<file path="src/rtl/fetch_ctrl_pkg.sv">
// fetch_ctrl_pkg: shared state type and default widths/reset PC for the fetch sequencer
package fetch_ctrl_pkg;
  localparam int XLEN = 32;
  localparam logic [31:0] RESET_PC = 32'h0000_0000;
  typedef enum logic [1:0] {IDLE, REQ, HOLD, HALTED} fetch_state_t;
endpackage

</file>
<file path="src/rtl/fetch_ctrl.sv">
// fetch_ctrl: owns the PC, issues imem requests and buffers one instruction toward decode
module fetch_ctrl #(
  parameter int XLEN = fetch_ctrl_pkg::XLEN,
  parameter logic [XLEN-1:0] RESET_PC = fetch_ctrl_pkg::RESET_PC,
  parameter int PC_STEP = 4
) (
  input  logic            clk,
  input  logic            rst_n,
  output logic            imem_req,
  output logic [XLEN-1:0] imem_addr,
  input  logic            imem_ack,
  input  logic [31:0]     imem_rdata,
  output logic            instr_valid,
  input  logic            instr_ready,
  output logic [31:0]     instr,
  output logic [XLEN-1:0] instr_pc,
  input  logic            redirect_valid,
  input  logic [XLEN-1:0] redirect_pc,
  input  logic            halt,
  output logic            halted
);
  import fetch_ctrl_pkg::*;
  fetch_state_t state, state_next;
  logic [XLEN-1:0] pc;
  logic load;
  // A redirect in the ack cycle discards the returned word.
  assign load = state == REQ && imem_ack && !redirect_valid;
  assign imem_req = state == REQ;
  assign imem_addr = pc;
  assign instr_valid = state == HOLD;
  assign halted = state == HALTED;
  always_comb begin
    state_next = redirect_valid ? REQ :
                 state == IDLE  ? REQ :
                 state == REQ   ? (imem_ack ? HOLD : halt ? HALTED : REQ) :
                 state == HOLD  ? (instr_ready ? (halt ? HALTED : REQ) : HOLD) :
                 HALTED;
  end
  always_ff @(posedge clk or negedge rst_n) begin
    if (!rst_n) state <= IDLE;
    else state <= state_next;
  end
  always_ff @(posedge clk or negedge rst_n) begin
    if (!rst_n) begin
      pc <= RESET_PC;
      instr <= '0;
      instr_pc <= '0;
    end else begin
      pc <= redirect_valid ? redirect_pc : load ? pc + XLEN'(PC_STEP) : pc;
      if (load) begin
        instr <= imem_rdata;
        instr_pc <= pc;
      end
    end
  end
endmodule

</file>
<file path="config.mk">
export PLATFORM = sky130hd
export DESIGN_NAME = fetch_ctrl
export DESIGN_NICKNAME = d
export VERILOG_FILES = /design/src/rtl/fetch_ctrl_pkg.sv /design/src/rtl/fetch_ctrl.sv
export SDC_FILE = /design/constraint.sdc
export NUM_CORES = 1
export LEC_CHECK = 0
export BUFFER_PORTS_ARGS = -buffer_cell sky130_fd_sc_hd__buf_2
export CAP_MARGIN = 10
export CORE_MARGIN = 2
export CORE_UTILIZATION = 49
export DETAILED_ROUTE_END_ITERATION = 8
export PLACE_DENSITY = 0.8
export SETUP_SLACK_MARGIN = 0.15
export SKIP_CTS_REPAIR_TIMING = 1
export SYNTH_ARGS = -nofsm -noshare
export SYNTH_HDL_FRONTEND = slang
export SYNTH_SLANG_ARGS = --single-unit
</file>
<file path="constraint.sdc">
create_clock -name clk -period 2.6 [get_ports clk]
set_input_delay 0.39 -clock clk [delete_from_list [all_inputs] [get_ports clk]]
set_output_delay 0.39 -clock clk [all_outputs]
set_load 0.03 [all_outputs]
</file>
==> flow_summary.toml <==
[clock_network]
clockBufferDepth = 2
clkLatencyLatePin_ns = 0.37
cts_sinks = 98
root_buffer = "clkbuf_8"
cts_tree = "built"
clkTransAtPathRegs_ns = 0.11
cts_max_level = 3
cts_made_buffers = 9

[final_layout]
diodes = 0
postLayoutCellArea_sq_um = 5475
final_cells = 634
fin_util_pct = 63.72
fill_cells = 700
nets = 592
areaGrowthSynthToFinish_pct = 27.43
layout-drive-gt1-share_pct = 49.43

[detailed_routing]
top_layer = "met4"
drt_iter0_drc = 108
met3_length_um = 557
post_drt_via_cell_ratio = 5.356
vias = 3396
postRouteAntennaNets = 0
wl_met2_um = 4868
drt-total-wl_um = 9975
firstDrtPassIters = 5
drc = 0
routedWlPerCell_um = 15.73
drt-met1-wl_um = 4296

[logic_synthesis]
async_flop_share_pct = 100.0
synth_edf_count = 0
syn_area_per_cell_sq_um = 12.10
ys_types = 36
ys_top_cells_by_area = "dfrtp_1 57%, mux2_2 17%, o21ai_0 2.2%"
ys_seq_area_share_pct = 57.08
syn_nets = 426
yosysTopAreaCell = "dfrtp_1"
ys_warn_count = 0
synth_ff_type = "dfrtp_1"
synth.cell_area_sq_um = 4297
yosysMostFrequentCell = "dfrtp_1"
synth_top_area_share_pct = 57.08
synth_common_cells = "98 x dfrtp_1, 66 x mux2_2, 25 x nand2_1, 20 x nor2_1, 19 x o21ai_0"
ys_ff_latch = 98
synth_cells = 355

[global_route]
grt_usage_pct = 21.31
grt_pass1_vias = 3353
grt_max_degree = 53
grt_pass1_wl_um = 16400
antenna_found_initial = 0
grt_overflow = 0

[sta]
rsz0062_at_grt = "false"
setup_tns_ns = 0
period_needed_ns = 2.308
finClkSkew_ns = 0.01268
post-route-period-util_pct = 88.79
slew_viol_final = 0
slew_headroom_pct = 59.26
max_freq_ghz = 0.4332
worst_slack_ns = 0.2915
setup_viol = 0
hold_viol = 0
tightest_slew_ns = 0.6111

[floorplan]
fp.dieW_um = 97.64
start_util_pct = 50.00
die_h_um = 97.64
core_area_sq_um = 8593
ios = 169
rows = 34
dieArea_sq_um = 9534

[run_status]
outcome = "complete, no violations"

[power]
power_density_nw_per_um2 = 836.0
p_leak_uw = 0.002497
vdd_ir_drop_max_uv = 350.7

[setup_path]
reg2regPathDepth = 5
crit_arrival_ns = 2.60
cp_max_fo = 17
critPathCaptureType = "flip-flop"
worst_setup_path_start_kind = "flip-flop"
critPathRequiredTime_ns = 2.89
worstSetupPathType = "reg2reg"

[flow_run]
maxCapViolations = 0

[worst_hold_path]
holdCritPathClass = "in2async"

[placed_design]
place_inst = 618
port_buffers = 168
dp.final_hpwl_um = 7328
pre_cts_slack_ns = 0.3214
gp_congestion = 0.8764
dpl_cell_area_sq_um = 5268
-- sequential cells by signal, indices dropped and copies added, names as in the netlist --
register   count
imem_addr     32
instr         32
instr_pc      32
state          2
-- power breakdown --
group	switching [uW]	leakage (uW)	internal, uW	total, uW
Clock	567	0.000108	466	1030
Sequential	202	0.00115	1830	2030
Combinational	986	0.00124	524	1510
Total	1760	0.00250	2820	4580
-- cells by family (layout without fill, tap and decap cells) --
| logic type | count (synthesis) | in the layout | share of synthesized area (%) |
|---|---|---|---|
| xor gates and xnor gates | 12 | 12 | 2.446 |
| adders and majority gates | 1 | 1 | 0.2912 |
| buffers and inverters | 25 | 196 | 2.505 |
| AOI/OAI and AO/OA | 49 | 49 | 7.222 |
| DFF | 98 | 98 | 57.08 |
| muxes | 67 | 67 | 17.53 |
| and+or+nand+nor | 103 | 103 | 12.93 |
-- layout by cell type, fill, tap and decap left out, types with 3 or more instances in the layout --
master    netlist  routed
or4_1          12      12
and4_1          3       3
buf_2           8     167
xnor2_1        10      10
nor2b_1         3       3
dfrtp_1        98      98
buf_4           1       5
nor3_1          3       3
clkbuf_8        0       9
or3_1           7       7
a31oi_1        14      14
nor2_1         20      19
nand2_1        25      25
inv_1           6       6
nor4_1          4       4
mux2_2         66      66
o21ai_0        19      19
nand4_1         9       9
o31ai_1        10      10
nand3_1         9       9
-- through the flow --
stage                     power (uW)  hold WS [ns]
after global routing            4794       0.06992
final                           4577       0.02349
after floorplan                 3062       0.09441
after detailed placement        3592        0.4396
after CTS                       4615       0.04193
after global placement          3545        0.4370
-- worst max-delay path: stages (launching register included) --
cell and delay (ns):
dfrtp_1 0.46, ha_1 0.23, nand4_1 0.11, or4_1 0.68
or4_1 0.56, a31oi_1 0.19
-- routing by layer --
metal | up-vias | track usage, %
met4 | 0 | 8.974
met2 | 111 | 33.85
met1 | 1633 | 28.63
met5 | - | 0
met3 | 20 | 4.388
li1 | 1632 | -
-- layout make-up --
type                            instances  area, sq um  area share [%]
Clock inverter                          7        83.83           1.531
Timing Repair Buffer                  174        913.4           16.68
Tap cell                              108        135.1           2.468
Sequential cell                        98         2452           44.79
Inverter                                6        22.52          0.4113
Multi-Input combinational cell        232         1744           31.86
Clock buffer                            9        123.9           2.262
-- worst paths after layout --
kind,slack (ns),endpoint,startpoint
min in group clk,0.23,imem_addr[3],redirect_pc[3]
max in group asynchronous,1.91,instr[26],rst_n
worst max register to register,0.29,imem_addr[24],imem_addr[2]
worst min-delay path,0.02,instr_pc[17],rst_n
worst min register to register,0.51,instr[2],instr[2]
worst max-delay path,0.29,imem_addr[24],imem_addr[2]
Note: power is estimated with default switching activity, not from simulation.
